[src/rtl/spmv_csr_engine.sv]
// CSR sparse matrix-vector engine: y = A*x, one signed fixed-point dot product per row.
// Latency: 2 cycles + 2 per nonzero per row; nonzero and vector reads are 1-cycle sync-read.
// Backpressure: EMIT holds y_valid, y_row, y_data and all addresses stable until y_ready.
// Optional feature: define SPMV_SAT_EN for saturating accumulation with a sticky ovf flag.
module spmv_csr_engine #(
  parameter int DATA_W = 32,
  parameter int FRAC_W = 8,
  parameter int ACC_W  = 48,
  parameter int IDX_W  = 16
) (
  input  logic              clk,
  input  logic              rst_n,
  input  logic              start,
  input  logic [IDX_W-1:0]  num_rows,
  output logic              busy,
  output logic              done,
  output logic [IDX_W-1:0]  rowptr_addr,
  input  logic [IDX_W-1:0]  rowptr_rdata,
  output logic [IDX_W-1:0]  nz_addr,
  input  logic [DATA_W-1:0] nz_val,
  input  logic [IDX_W-1:0]  nz_col,
  output logic [IDX_W-1:0]  vec_addr,
  input  logic [DATA_W-1:0] vec_rdata,
  output logic              y_valid,
  input  logic              y_ready,
  output logic [IDX_W-1:0]  y_row,
  output logic [ACC_W-1:0]  y_data,
  output logic              err,
  output logic              ovf
);

  typedef enum logic [2:0] {
    S_IDLE, S_PTR_B, S_PTR_E, S_NZ, S_MAC, S_EMIT, S_DONE
  } state_t;

  state_t                    state_q;
  logic                      busy_q, done_q, y_valid_q, err_q;
  logic [IDX_W-1:0]          rows_q, row_q, kb_q, ke_q, k_q;
  logic [IDX_W-1:0]          rowptr_addr_q, nz_addr_q, vec_addr_q;
  logic [IDX_W-1:0]          rowptr_addr_d, nz_addr_d, vec_addr_d;
  logic signed [DATA_W-1:0]  val_q;
  logic signed [ACC_W-1:0]   acc_q, acc_d;
  logic signed [2*DATA_W-1:0] prod, shifted;
  logic signed [ACC_W-1:0]   term;
  logic                      clamp;

  // Full-width signed product, floor shift back to Q.FRAC_W.
  assign prod    = $signed({{DATA_W{val_q[DATA_W-1]}}, val_q}) *
                   $signed({{DATA_W{vec_rdata[DATA_W-1]}}, vec_rdata});
  assign shifted = prod >>> FRAC_W;

  generate
    if (ACC_W <= 2*DATA_W) begin : g_trunc
      assign term = shifted[ACC_W-1:0];
    end else begin : g_sext
      assign term = {{(ACC_W-2*DATA_W){shifted[2*DATA_W-1]}}, shifted};
    end
  endgenerate

`ifdef SPMV_SAT_EN
  logic                    ovf_q;
  logic signed [ACC_W:0]   sum;
  // Add with one guard bit; differing top bits mean the signed result left ACC_W range.
  always_comb begin
    sum   = {acc_q[ACC_W-1], acc_q} + {term[ACC_W-1], term};
    acc_d = sum[ACC_W-1:0];
    clamp = 1'b0;
    if (sum[ACC_W] != sum[ACC_W-1]) begin
      clamp = 1'b1;
      acc_d = sum[ACC_W] ? {1'b1, {(ACC_W-1){1'b0}}} : {1'b0, {(ACC_W-1){1'b1}}};
    end
  end
  assign ovf = ovf_q;
`else
  // Plain modulo-2^ACC_W accumulation.
  always_comb begin
    acc_d = acc_q + term;
    clamp = 1'b0;
  end
  assign ovf = 1'b0;
`endif

  // Memory addresses are issued on the cycle the FSM leaves a state so sync-read data lands in the next one.
  always_comb begin
    rowptr_addr_d = rowptr_addr_q;
    nz_addr_d     = nz_addr_q;
    vec_addr_d    = vec_addr_q;
    case (state_q)
      S_IDLE:  if (start && num_rows != '0) rowptr_addr_d = '0;
      S_PTR_B: rowptr_addr_d = row_q + IDX_W'(1);
      S_PTR_E: if (rowptr_rdata > kb_q) nz_addr_d = kb_q;
      S_NZ:    vec_addr_d = nz_col;
      S_MAC:   if (k_q + IDX_W'(1) != ke_q) nz_addr_d = k_q + IDX_W'(1);
      S_EMIT:  if (y_ready && row_q != rows_q - IDX_W'(1)) rowptr_addr_d = row_q + IDX_W'(2);
      default: ;
    endcase
  end

  // Row walker: row end pointer is reused as the next row's begin, so rowptr is read once per row.
  always_ff @(posedge clk or negedge rst_n) begin
    if (!rst_n) begin
      state_q       <= S_IDLE;
      busy_q        <= 1'b0;
      done_q        <= 1'b0;
      y_valid_q     <= 1'b0;
      err_q         <= 1'b0;
      rows_q        <= '0;
      row_q         <= '0;
      kb_q          <= '0;
      ke_q          <= '0;
      k_q           <= '0;
      val_q         <= '0;
      acc_q         <= '0;
      rowptr_addr_q <= '0;
      nz_addr_q     <= '0;
      vec_addr_q    <= '0;
`ifdef SPMV_SAT_EN
      ovf_q         <= 1'b0;
`endif
    end else begin
      rowptr_addr_q <= rowptr_addr_d;
      nz_addr_q     <= nz_addr_d;
      vec_addr_q    <= vec_addr_d;
      case (state_q)
        S_IDLE: if (start) begin
          busy_q <= 1'b1;
          err_q  <= 1'b0;
`ifdef SPMV_SAT_EN
          ovf_q  <= 1'b0;
`endif
          rows_q <= num_rows;
          row_q  <= '0;
          if (num_rows == '0) begin
            done_q  <= 1'b1;
            state_q <= S_DONE;
          end else begin
            state_q <= S_PTR_B;
          end
        end
        S_PTR_B: begin
          kb_q    <= rowptr_rdata;
          state_q <= S_PTR_E;
        end
        S_PTR_E: begin
          ke_q  <= rowptr_rdata;
          acc_q <= '0;
          k_q   <= kb_q;
          if (rowptr_rdata <= kb_q) begin
            if (rowptr_rdata < kb_q) err_q <= 1'b1;
            y_valid_q <= 1'b1;
            state_q   <= S_EMIT;
          end else begin
            state_q <= S_NZ;
          end
        end
        S_NZ: begin
          val_q   <= nz_val;
          state_q <= S_MAC;
        end
        S_MAC: begin
          acc_q <= acc_d;
`ifdef SPMV_SAT_EN
          if (clamp) ovf_q <= 1'b1;
`endif
          k_q <= k_q + IDX_W'(1);
          if (k_q + IDX_W'(1) == ke_q) begin
            y_valid_q <= 1'b1;
            state_q   <= S_EMIT;
          end else begin
            state_q <= S_NZ;
          end
        end
        S_EMIT: if (y_ready) begin
          y_valid_q <= 1'b0;
          if (row_q == rows_q - IDX_W'(1)) begin
            done_q  <= 1'b1;
            state_q <= S_DONE;
          end else begin
            row_q   <= row_q + IDX_W'(1);
            kb_q    <= ke_q;
            state_q <= S_PTR_E;
          end
        end
        S_DONE: begin
          done_q  <= 1'b0;
          busy_q  <= 1'b0;
          state_q <= S_IDLE;
        end
        default: state_q <= S_IDLE;
      endcase
    end
  end

  assign busy        = busy_q;
  assign done        = done_q;
  assign y_valid     = y_valid_q;
  assign y_row       = row_q;
  assign y_data      = acc_q;
  assign err         = err_q;
  assign rowptr_addr = rowptr_addr_d;
  assign nz_addr     = nz_addr_d;
  assign vec_addr    = vec_addr_d;

endmodule

[config.mk]
export PLATFORM = sky130hd
export DESIGN_NAME = spmv_csr_engine
export DESIGN_NICKNAME = d
export VERILOG_FILES = /design/src/rtl/spmv_csr_engine.sv
export SDC_FILE = /design/constraint.sdc
export NUM_CORES = 2
export LEC_CHECK = 0
export CORE_ASPECT_RATIO = 0.6
export CORE_MARGIN = 4
export CORE_UTILIZATION = 40
export CTS_CLUSTER_DIAMETER = 80
export DETAILED_ROUTE_END_ITERATION = 8
export SYNTH_ARGS = -nofsm -noshare
export SYNTH_HDL_FRONTEND = slang
export SYNTH_SLANG_ARGS = --single-unit
[constraint.sdc]
create_clock -name clk -period 10.15 [get_ports clk]
set_clock_uncertainty 0.1 [all_clocks]
set_input_delay 1.5225 -clock clk [delete_from_list [all_inputs] [get_ports clk]]
set_output_delay 1.5225 -clock clk [all_outputs]
set_load 0.1 [all_outputs]
==> results.yml <==
status:
  status: "completed"
die:
  std_cell_rows: 95
  initial_core_util_pct: 40.5
  die-area_sq_um: 120000
  coreArea_sq_um: 113000
  io_pins: 233
  dieWidth_um: 444
  fp.dieH_um: 270
worst_setup_path:
  critPathArrivalTime_ps: 10450
  crit_path_end_kind: "flip-flop"
  crit_top_cell: "fa_1"
  cp-start-kind: "input port"
  cp_slowest_cell: "fa_2"
  cpLargestDelayFamily: "adder cells"
  cp_max_fo: 12
  max_stage_delay_ps: 640
  critPathKind: "in2reg"
  required_ps: 10560
  critPathBufInv: 6
detailed_routing:
  drc: 0
  wire_per_inst_um: 21.6
  vias_per_cell: 5.11
  first_pass_iters: 8
  vias: 35600
  drtIter0Drc: 3001
  wirelength_um: 151000
  ant_nets: 0
timing:
  max_freq_mhz: 99.6
  hold_viol: 0
  final.min_clock_period_ps: 10040
  final-setup-viol-count: 0
  rsz0062_at_grt: "true"
  slew_violations: 0
  slew_headroom_pct: 24.9
  tightest_slew_ps: 1120
  tns_ps: 0
  period_share_pct: 98.9
cells_and_area:
  area_growth_pct: 22.9
  final_common_cell: "fa_1"
  instances_no_fill: 6976
  multi_input_comb_area_sq_um: 36600
  final_cell_mix: "924 x fa_1, 912 x inv_1, 648 x nand2_1"
  final-seq-area_sq_um: 5380
  final_nets: 6785
  n_fill_cell: 10500
  post_route_cells_drive_above_1_share_pct: 16.8
global_route:
  grt.total_usage_pct: 25.2
  grt_pass1_wl_um: 231000
  grt_pass1_vias: 36500
  antenna_found_initial: 7
  grt-ovfl-total: 0
  grt_start_max_net_pins: 124
clocking:
  clk_path_buf_depth: 3
  insertion_delay_ps: 650
  clkSlewWorstSetupHoldPaths_ps: 60
  clock_sinks: 215
  root_buffer: "clkbuf_16"
  cts_max_level: 1
  cts_buffers: 29
  cts_tree: "built"
min_path:
  hp-class: "reg2reg"
synth:
  syn-num-nets: 6211
  synth_ff_type: "dfrtp_1"
  syn_inst: 4874
  synth_seq_cells: 215
  ys_warn_count: 0
  async_flop_share_pct: 100
  syn_avg_cell_area_sq_um: 9.35
  synth_edf_count: 0
  synth_top_area_share_pct: 43.2
  synth.area.top_cells: "fa_1 43%, dfrtp_1 12%, inv_1 7.7%"
  synth_area_sq_um: 45600
  synth_cell_types: 82
  yosysSeqAreaShare_pct: 11.8
  yosysTopAreaCell: "fa_1"
placement:
  place_inst: 6839
  port_buffers: 231
  gp_congestion: 0.925
  dpl.hpwl_um: 123000
flow_run:
  drv_cap: 0
[sequential cells by signal, summed over array words and instances (netlist names)]
| name | cells |
|---|---|
| done | 1 |
| y_row | 16 |
| state_q | 3 |
| rowptr_addr_q | 16 |
| val_q | 32 |
| k_q | 16 |
| y_data | 48 |
| err | 1 |
| rows_q | 16 |
| nz_addr_q | 16 |
| vec_addr_q | 16 |
| ke_q | 16 |
| kb_q | 16 |
| y_valid | 1 |
| busy | 1 |
[area by class of cell]
cell class / instances / area share [%]
multi-input cells: 3467 / 65.3
repair buffers: 804 / 13.6
flip-flops and latches: 215 / 9.60
inverters: 931 / 6.24
well taps: 1503 / 3.36
clock buffers: 34 / 1.40
clock inverters: 19 / 0.442
diodes: 3 / 0.0134
[cells by family after synthesis]
group / count (synthesis) / synth area share (%)
xor gates and xnor gates: 174 / 3.34
AOI/OAI and AO/OA: 505 / 7.27
DFF: 215 / 11.8
and+or+nand+nor: 1483 / 16.1
buffers and inverters: 1192 / 9.85
other: 1 / 0.00822
muxes: 83 / 1.99
adders and majority gates: 1221 / 49.7
[per-layer routing]
layer	GRT usage (%)	wire (um)
met3	12.4	22400
met5	1.55	466
met1	40.2	72400
met4	3.68	2460
met2	29.9	52900
[what timing repair did]
item | in CTS | in global routing
hold buffers | 0 | 0
buffers inserted | 34 | 36
gates resized for setup | 79 | 241
pin swaps | 59 | 169
gates cloned | 9 | 6
endpoints found under the hold margin | 0 | 0
setup endpoints to repair | 15 | 23
[cells in the mapped netlist (21+ instances only)]
cell type / instances
nor2b_1: 31
xor2_1: 56
a21oi_1: 135
clkbuf_1: 246
fa_1: 983
nand2_1: 654
o31ai_1: 21
nor3_1: 23
nand4_1: 26
mux2i_1: 21
nand2b_1: 23
xnor2_1: 118
nor2_1: 123
a21o_1: 43
o21a_1: 23
mux2_2: 62
o21ai_0: 127
ha_1: 238
dfrtp_1: 215
and2_1: 506
a221o_1: 21
inv_1: 931
nand3_1: 39
[per-stage QoR]
step           hold slack, ps  util (%)  area [sq um]  setup WS, ps
2_1_floorplan             387         -         45700          4.41
3_3_place_gp              363      47.2         53100          -973
5_1_grt                   396      49.8         56000          -187
3_5_place_dp              368      47.2         53100         -1090
4_1_cts                   383      48.7         54800         0.299
6_report                  383      49.8         56000           114
[path summary, 6_finish.rpt]
kind | to | from | cells after the start | slack (ps)
min in group asynchronous | vec_addr_q[3] | rst_n | 1 | 840
max in group asynchronous | val_q[1] | rst_n | 2 | 7800
max | y_data[47] | vec_rdata[21] | 35 | 110
min reg2reg | rowptr_addr_q[15] | rowptr_addr_q[15] | 1 | 380
min | rowptr_addr_q[15] | rowptr_addr_q[15] | 1 | 380
max reg2reg | y_data[41] | val_q[12] | 35 | 350
Power is not shown: default switching activity piles up to over one toggle a cycle in this logic, so the estimate is an artifact.
